<file path="src/rtl/cnn_pkg.sv">
`default_nettype none
// ============================================================================
//  Module      : cnn_pkg
//  Description : Shared constants and types for the CNN front-end pipeline.
//                DATA_W   - default pixel width (Q8.8 from the normalizer)
//                KERNEL_K - convolution kernel edge length
//                pixel_t  - one pixel
//                window_t - packed KxK window, element 3*r+c = row r, col c
//  Revision    : 1.0 - initial release
// ============================================================================
package cnn_pkg;

    localparam int DATA_W   = 16;
    localparam int KERNEL_K = 3;

    typedef logic [DATA_W-1:0] pixel_t;
    typedef pixel_t [KERNEL_K*KERNEL_K-1:0] window_t;

endpackage : cnn_pkg
`default_nettype wire

</file>
<file path="src/rtl/conv_window_3x3_line_buffer.sv">
`default_nettype none
// ============================================================================
//  Module      : line_buffer
//  Description : One-row pixel delay. Combinational read, registered write,
//                so a read and a write to the same address in one cycle
//                returns the old contents (read-before-write).
//  Ports       : clk     - rising-edge clock
//                en      - write enable (one accepted pixel)
//                addr    - column address
//                wr_data - pixel written at addr
//                rd_data - pixel stored at addr before this cycle's write
//  Revision    : 1.0 - initial release
// ============================================================================
module line_buffer #(
    parameter int DEPTH  = 28,
    parameter int DATA_W = 16
) (
    input  logic                     clk,
    input  logic                     en,
    input  logic [$clog2(DEPTH)-1:0] addr,
    input  logic [DATA_W-1:0]        wr_data,
    output logic [DATA_W-1:0]        rd_data
);

    // Storage is deliberately not reset; every location is rewritten
    // before the window logic can consume it.
    logic [DATA_W-1:0] r_mem [DEPTH];

    assign rd_data = r_mem[addr];

    always_ff @(posedge clk) begin
        if (en) begin
            r_mem[addr] <= wr_data;
        end
    end

endmodule : line_buffer
`default_nettype wire

</file>
<file path="src/rtl/conv_window_3x3.sv">
`default_nettype none
// ============================================================================
//  Module      : conv_window_3x3
//  Description : 3x3 sliding-window generator for a raster pixel stream.
//                Two chained line buffers supply the rows above the current
//                pixel; a 3x3 register window shifts left on every accepted
//                pixel. Windows lying fully inside the frame are presented
//                one cycle after their bottom-right pixel is accepted.
//  Ports       : clk, rst             - clock, sync active-high reset
//                valid_in, pixel_in   - pixel stream, no backpressure
//                sof_in               - marks pixel as (0,0) of a new frame
//                valid_out            - window/position outputs valid
//                window_out           - packed window, slice 3*r+c
//                win_row, win_col     - window top-left coordinate
//                frame_done           - pulse with the last window of a frame
//  Revision    : 1.0 - initial release
// ============================================================================
module conv_window_3x3 #(
    parameter int IMG_WIDTH  = 28,
    parameter int IMG_HEIGHT = 28,
    parameter int DATA_W     = cnn_pkg::DATA_W
) (
    input  logic                          clk,
    input  logic                          rst,
    input  logic                          valid_in,
    input  logic [DATA_W-1:0]             pixel_in,
    input  logic                          sof_in,
    output logic                          valid_out,
    output logic [9*DATA_W-1:0]           window_out,
    output logic [$clog2(IMG_HEIGHT)-1:0] win_row,
    output logic [$clog2(IMG_WIDTH)-1:0]  win_col,
    output logic                          frame_done
);

    import cnn_pkg::*;

    localparam int CW  = $clog2(IMG_WIDTH);
    localparam int RW  = $clog2(IMG_HEIGHT);
    localparam int WIN = KERNEL_K * KERNEL_K;

    // A window is complete once the pixel position reaches KERNEL_K-1 in
    // both dimensions; the same value is the top-left offset.
    localparam logic [CW-1:0] COL_MIN  = CW'(KERNEL_K - 1);
    localparam logic [RW-1:0] ROW_MIN  = RW'(KERNEL_K - 1);
    localparam logic [CW-1:0] COL_LAST = CW'(IMG_WIDTH - 1);
    localparam logic [RW-1:0] ROW_LAST = RW'(IMG_HEIGHT - 1);

    logic [CW-1:0]               r_col_cnt;
    logic [RW-1:0]               r_row_cnt;
    logic [WIN-1:0][DATA_W-1:0]  r_window;
    logic                        r_valid_out;
    logic [RW-1:0]               r_win_row;
    logic [CW-1:0]               r_win_col;
    logic                        r_frame_done;

    logic [CW-1:0]               w_c;
    logic [RW-1:0]               w_r;
    logic                        w_accept;
    logic                        w_emit;
    logic [DATA_W-1:0]           w_mid;
    logic [DATA_W-1:0]           w_top;

    // sof_in overrides the running counters so a new frame can start at
    // any point, including mid-frame.
    assign w_c      = sof_in ? '0 : r_col_cnt;
    assign w_r      = sof_in ? '0 : r_row_cnt;
    assign w_accept = valid_in & ~rst;
    assign w_emit   = (w_r >= ROW_MIN) && (w_c >= COL_MIN);

    // lb0 holds the previous row, lb1 the one before; lb1 is refilled from
    // lb0's pre-write value so the two rows age together.
    line_buffer #(
        .DEPTH  (IMG_WIDTH),
        .DATA_W (DATA_W)
    ) u_lb0 (
        .clk     (clk),
        .en      (w_accept),
        .addr    (w_c),
        .wr_data (pixel_in),
        .rd_data (w_mid)
    );

    line_buffer #(
        .DEPTH  (IMG_WIDTH),
        .DATA_W (DATA_W)
    ) u_lb1 (
        .clk     (clk),
        .en      (w_accept),
        .addr    (w_c),
        .wr_data (w_mid),
        .rd_data (w_top)
    );

    always_ff @(posedge clk) begin
        if (rst) begin
            r_col_cnt    <= '0;
            r_row_cnt    <= '0;
            r_window     <= '0;
            r_valid_out  <= 1'b0;
            r_win_row    <= '0;
            r_win_col    <= '0;
            r_frame_done <= 1'b0;
        end else begin
            r_valid_out  <= 1'b0;
            r_frame_done <= 1'b0;
            if (valid_in) begin
                // Shift every window row one column left.
                for (int k = 0; k < KERNEL_K; k++) begin
                    for (int j = 0; j < KERNEL_K - 1; j++) begin
                        r_window[KERNEL_K*k + j] <= r_window[KERNEL_K*k + j + 1];
                    end
                end
                r_window[KERNEL_K - 1]   <= w_top;
                r_window[2*KERNEL_K - 1] <= w_mid;
                r_window[3*KERNEL_K - 1] <= pixel_in;

                if (w_c == COL_LAST) begin
                    r_col_cnt <= '0;
                    r_row_cnt <= (w_r == ROW_LAST) ? '0 : w_r + RW'(1);
                end else begin
                    r_col_cnt <= w_c + CW'(1);
                    r_row_cnt <= w_r;
                end

                // Columns 0/1 of the first two windows in a row hold stale
                // data from the previous row; the column test drops them.
                if (w_emit) begin
                    r_valid_out  <= 1'b1;
                    r_win_row    <= w_r - ROW_MIN;
                    r_win_col    <= w_c - COL_MIN;
                    r_frame_done <= (w_r == ROW_LAST) && (w_c == COL_LAST);
                end
            end
        end
    end

    assign valid_out  = r_valid_out;
    assign window_out = r_window;
    assign win_row    = r_win_row;
    assign win_col    = r_win_col;
    assign frame_done = r_frame_done;

endmodule : conv_window_3x3
`default_nettype wire

</file>
<file path="config.mk">
export PLATFORM = sky130hd
export DESIGN_NAME = conv_window_3x3
export DESIGN_NICKNAME = d
export VERILOG_FILES = /design/src/rtl/cnn_pkg.sv /design/src/rtl/conv_window_3x3_line_buffer.sv /design/src/rtl/conv_window_3x3.sv
export SDC_FILE = /design/constraint.sdc
export NUM_CORES = 1
export LEC_CHECK = 0
export ABC_CLOCK_PERIOD_IN_PS = 10300
export CORE_MARGIN = 2
export CORE_UTILIZATION = 55
export DETAILED_ROUTE_END_ITERATION = 12
export GPL_TIMING_DRIVEN = 0
export MAX_ROUTING_LAYER = met4
export PLACE_DENSITY = 0.73
export SLEW_MARGIN = 40
export SYNTH_ARGS = -nofsm -noshare
export SYNTH_HDL_FRONTEND = slang
export SYNTH_SLANG_ARGS = --single-unit
</file>
<file path="constraint.sdc">
create_clock -name clk -period 10.3 [get_ports clk]
set_input_delay 3.09 -clock clk [delete_from_list [all_inputs] [get_ports clk]]
set_output_delay 3.09 -clock clk [all_outputs]
set_load 0.005 [all_outputs]
</file>
==> out/metrics.cfg <==
[run_status]
status = completed

[clocking]
cts_resized = 0
cts_tree = built
clkLatencyLatePin_ns = 0.69
ctsRootBufferMaster = clkbuf_16
cts_hold_buf = 0
htreeDepth = 3
clk_pin_slew_ns = 0.06
clock_sinks = 1062
clockBufferDepth = 3
postCtsSetupBuffers = 0
numCtsBuffers = 102

[global_route]
track_usage_pct = 36.0
grt_max_degree = 30
grt_overflow_total = 0
grt_pass1_wl_um = 190000
grt_antenna_before_repair = 4
grt_pass1_vias = 26900

[floorplan]
core-area_mm2 = 0.0743
ios = 176
die_w_um = 278
start_util_pct = 55.4
num_rows = 100
die_h_um = 278
dieArea_mm2 = 0.0771

[critical_path]
worstPathMaxFanout = 12
critPathMaxStageDelay_ns = 0.67
crit_path_cell_trace = clkdlybuf4s50_1 > nor2b_1 > buf_2 > clkbuf_1 > clkbuf_2 > ha_1 > nand2_1 > nor2_4 > buf_8 > buf_16 > buf_8
critPathSlowestCell = clkbuf_1
startpoint_type = input pin
r2r_start = r_col_cnt[1]$_SDFFE_PP0P_
cpLargestDelayFamily = buffers and inverters
crit_path_frequent_cell = buf_8
cp.depth = 11
crit_arrival_ns = 7.49
endpoint_kind = flip-flop
crit_required_ns = 10.67
critPathBufInv = 7
r2r_cells = 10
crit_type = in2reg
cp-startpoint = sof_in

[sta]
hold_ws_ns = 0.459
worstMarginPinSlew_ns = 0.975
finalSetupViolCount = 0
final-max-slew-violation-count = 0
setup_tns_ns = 0
setup_slack_ns = 3.18
rsz0062_at_grt = false
fin_crit_sh_pct = 69.2
relSlewSlack_pct = 35.0
timing.fmax_mhz = 140
hold_violations = 0
min_period_ns = 7.12
skew_ns = 0.0331

[drt]
wirelength_um = 136000
route.vias.total = 27700
drc = 0
vias_per_cell = 6.84
wl_per_cell_um = 33.6
ant_nets = 0
drt-pass1-iter-count = 8
drt_iter0_markers = 4760

[placed_design]
routabilityCongestion = 0.991
io_buffer_count = 174
post-place-ws_ns = 2.74
dp_hpwl_um = 93700

[logic_synthesis]
async_flop_share_pct = 0
yosysSeqAreaShare_pct = 73.4
ys_ff_latch = 1062
avgSynthCellArea_um2 = 15.5
synthCells = 2650
ys.flop_type = edfxtp_1
yosys_warnings = 0
syn_nets = 2676
synth-edff-count = 896
ys_types = 78
syn_area_mm2 = 0.0412

[layout]
layout_commonest_cell = edfxtp_1
areaGrowthSynthToFinish_pct = 19.6
drive_gt1_share_pct = 16.0
final_nets = 3017
final_cell_mix = 896 x edfxtp_1, 290 x mux2i_1, 196 x nor2_1

[pwr]
p_leak_uw = 0.0164
p_per_area_mw_per_mm2 = 188
total_power_uw = 9260
ir_worst_vdd_v = 0.000152

[worst_hold_path]
min_delay_path_depth = 2
holdCritStartpoint = win_row[4]$_SDFFE_PP0P_
hp-class = reg2reg

[flow_run]
cap_viol_max_count = 0

## Yosys cell counts (7+ instances only)
cell	n	share of area (%)
buf_2	67	0.81
a221o_1	19	0.46
a221oi_1	64	1.4
inv_1	8	0.073
a2111oi_0	7	0.15
a31oi_1	16	0.24
o221ai_1	33	0.70
o221a_2	9	0.25
nor4_1	13	0.20
o22ai_1	46	0.70
o21ai_0	44	0.53
o22a_1	8	0.17
o41ai_1	8	0.17
nor2_1	225	2.1
a211oi_1	65	1.2
nand3b_1	8	0.15
mux2i_1	290	7.0
mux4_2	18	0.98
edfxtp_1	896	65
dfxtp_1	166	8.1
clkbuf_1	65	0.59
o211ai_1	11	0.20
mux2_2	40	1.1
nand2b_1	13	0.20
nand2_1	153	1.4
nand3_1	35	0.43
a22oi_1	7	0.13
o21a_1	7	0.13
buf_4	27	0.49
nor3_1	16	0.19
a311oi_1	23	0.49
buf_1	16	0.15
nor2b_1	32	0.49
a21oi_1	83	1.0
## cell type report
type / count / area [µm²]
clock buffers: 119 / 2680
fillers: 4968 / 25100
inverters: 13 / 51.3
multi-input cells: 1392 / 10300
repair buffers: 237 / 3060
flip-flops and latches: 1062 / 30200
clock inverters: 72 / 777
plain buffers: 183 / 953
well taps: 969 / 1210
diodes: 5 / 12.5
## metrics by stage
| stage | cell area [µm²] | std cells | util (%) |
|---|---|---|---|
| 6_report | 49300 | 4052 | 66.3 |
| 5_1_grt | 49300 | 4051 | 66.3 |
| 4_1_cts | 49200 | 4047 | 66.2 |
| 3_5_place_dp | 45800 | 3856 | 61.6 |
| 3_3_place_gp | 44100 | 3793 | 59.4 |
| 2_1_floorplan | 41200 | 2650 | - |
## cells by family after synthesis
group | after synthesis | share of synthesized area [%]
flip-flops | 1062 | 73.4
AND/OR/NAND/NOR | 530 | 5.81
buffers and inverters | 196 | 2.36
AO/OA/AOI/OAI | 505 | 9.08
multiplexers | 348 | 9.12
XOR/XNOR | 3 | 0.0638
adder cells (fa/ha/maj) | 6 | 0.182
## worst register-to-register path, delay by kind of cell, from the launching register on
| kind | cells | cell delay (ns) |
|---|---|---|
| buffers and inverters | 6 | 2.11 |
| and+or+nand+nor | 3 | 1.15 |
| adders and majority gates | 1 | 0.46 |
| DFF | 1 | 0.40 |
## layer usage
layer / vias to the layer above / global-route usage (%) / wire (µm) / share of wire (%)
li1: 11100 / - / - / -
met1: 13600 / 44.1 / 46400 / 34
met2: 2509 / 53.8 / 61200 / 45
met3: 497 / 11.1 / 20100 / 15
met4: 0 / 19.3 / 8390 / 6.2
met5: - / - / 0 / 0
## registers in the layout, indices dropped and copies added, names as in the netlist
name and count:
u_lb0.r_mem 448, u_lb1.r_mem 448, window_out 144, r_col_cnt 5, r_row_cnt 5, win_col 5, win_row 5, frame_done 1
valid_out 1
## power breakdown
group          internal [µW]  switching, µW
logic                    195            431
registers               4720           36.6
clock network           2260           1620
total                   7180           2090
## worst paths after layout
kind | endpoint | slack [ns]
setup / recovery | u_lb1.r_mem[23][14]$_DFFE_PP_ | 3.18
hold / removal | win_row[4]$_SDFFE_PP0P_ | 0.46
setup reg to reg | u_lb1.r_mem[23][14]$_DFFE_PP_ | 5.86
hold reg to reg | win_row[4]$_SDFFE_PP0P_ | 0.46
No activity file was read; power rests on OpenSTA's default activity.
==> RTL change: new RTL, same flow settings <==
Make the reset (`rst`) asynchronous in one clocked block. Comments in the files are not updated.
--- a/src/rtl/conv_window_3x3.sv
+++ b/src/rtl/conv_window_3x3.sv
@@ -91,7 +91,7 @@
         .rd_data (w_top)
     );
 
-    always_ff @(posedge clk) begin
+    always_ff @(posedge clk or posedge rst) begin
         if (rst) begin
             r_col_cnt    <= '0;
             r_row_cnt    <= '0;
Check against the original RTL: differs if rst is asserted again (counterexample within 4 cycles, from zero or initial values and one cycle with rst high); with rst held inactive, the same outputs for 4 cycles.
==> RTL change against the unedited design <==
Maximum frequency grew 3.5%. Final area grew 0.31%. Sequential cell count is the same. Wire length shrank 15%. Area after synthesis grew 0.34%. Non-clock buffer count shrank 22. Worst setup slack gained 0.24 ns. Largest cell class unchanged.
Power is not compared: it rests on default switching activity, and its combinational part moved more than twofold at a synthesized area within 25%.
==> RTL change: results (changes against the unedited design) <==
[routing]
wl_met3_mm = 13.2  ; -35%
routed_wl_mm = 116  ; -15%
dr_wl_met2_mm = 55.0  ; -10%
wl_per_cell_um = 29.8  ; -11%
wl_met1_mm = 43.1  ; -7.2%

[layout]
multi_input_area_um2 = 10000  ; -2.6%
nNonClkBuffers = 398  ; -5.2%
clk_share = 0.0708  ; +0.000668
nClkBuffers = 136  ; +14%
inv_count = 15  ; +2
nets = 2868  ; -4.9%
multi_input_cells = 1264  ; -9.2%
fillers = 4782  ; -3.7%
buf_share = 0.0719  ; -0.00954
sh_seq_area = 0.628  ; +0.0149

[run_status]
status = complete, no violations

[global_route]
grt_pass1_vias = 25545  ; -5.2%
grt_usage = 0.309  ; -0.0503
met1_usage = 0.409  ; -0.0319
grt_antenna_before_repair = 5  ; +1
globalRouteMet3Util = 0.0594  ; -0.0516
gr-usage-met2 = 0.476  ; -0.0612
grt_max_degree = 83  ; +180%

[placed_design]
dpl_cell_area_um2 = 45800  ; +0.14%
dp_hpwl_mm = 78.2  ; -17%
gp_routability_congestion = 0.949  ; -4.2%
dp.cells = 3707  ; -3.9%

[logic_synthesis]
synth_nets = 2536  ; -5.2%
ys_seq_area_frac = 0.751  ; +0.0176
async_flop_share = 0.156  ; +0.156
ys_types = 60  ; -23%
ys_top_cells_by_area = edfxtp_1 (65%), dfrtp_1 (10%), mux2i_1 (4.0%)
synth_common_cells = edfxtp_1 (896), nor2_1 (193), dfrtp_1 (166), mux2i_1 (164), a211oi_1 (131)
syn_avg_cell_area_um2 = 16.5  ; +5.9%

[setup_path]
cp_slowest_cell = nand3_2
arrival_ns = 7.02  ; -0.47 ns
path_max_fanout = 28  ; +16
slowest_delay_ns = 0.82  ; +0.15 ns

[sta]
worstMarginPinSlew_ns = 0.920  ; -0.0542 ns

-- RTL change: cell types whose count changed after synthesis, moves of 30 or more --
cell / unedited run / this run
a211oi_1: 65 / 131
nand2_1: 153 / 117
nor2_1: 225 / 193
dfrtp_1: 0 / 166
mux2_2: 40 / 117
a221oi_1: 64 / 30
clkbuf_1: 65 / 108
dfxtp_1: 166 / 0
a41oi_1: 1 / 31
mux2i_1: 290 / 164
-- RTL change: path summary, 6_finish.rpt --
path,start,end,slack (ns),cells past startpoint
setup / recovery,sof_in,u_lb1.r_mem[22][0],3.42,8
hold / removal,window_out[0],window_out[0],0.50,1
setup reg to reg,r_col_cnt[1],u_lb1.r_mem[18][10],5.64,8
hold reg to reg,window_out[0],window_out[0],0.50,1
max in group asynchronous,rst,window_out[85],6.44,4
min in group asynchronous,rst,win_col[1],2.77,2
-- RTL change: through the flow --
step / utilization / setup slack [ns] / total power [uW]
after floorplan: - / 2.72 / 6000
after detailed placement: 0.616 / 2.94 / 6970
final: 0.664 / 3.42 / 10800
after CTS: 0.663 / 3.53 / 10800
after global placement: 0.595 / 0.183 / 6870
after global routing: 0.664 / 3.33 / 11100
-- RTL change: worst max-delay path, delay by kind of cell --
| family | cells | cell delay (ns) |
|---|---|---|
| AND/OR/NAND/NOR | 3 | 1.53 |
| AO/OA/AOI/OAI | 2 | 0.89 |
| buffers and inverters | 3 | 1.47 |
-- RTL change: cell families (layout without fill, tap and decap cells) --
family	after synthesis	in the layout	share of synthesized area
flops	1062	1062	0.751
fa+ha+maj	4	4	0.00121
other cells	0	2	0
simple gates	458	458	0.0510
mux	317	317	0.0901
buf+inv	186	607	0.0186
compound gates	482	482	0.0871
xor+xnor	3	3	0.000636
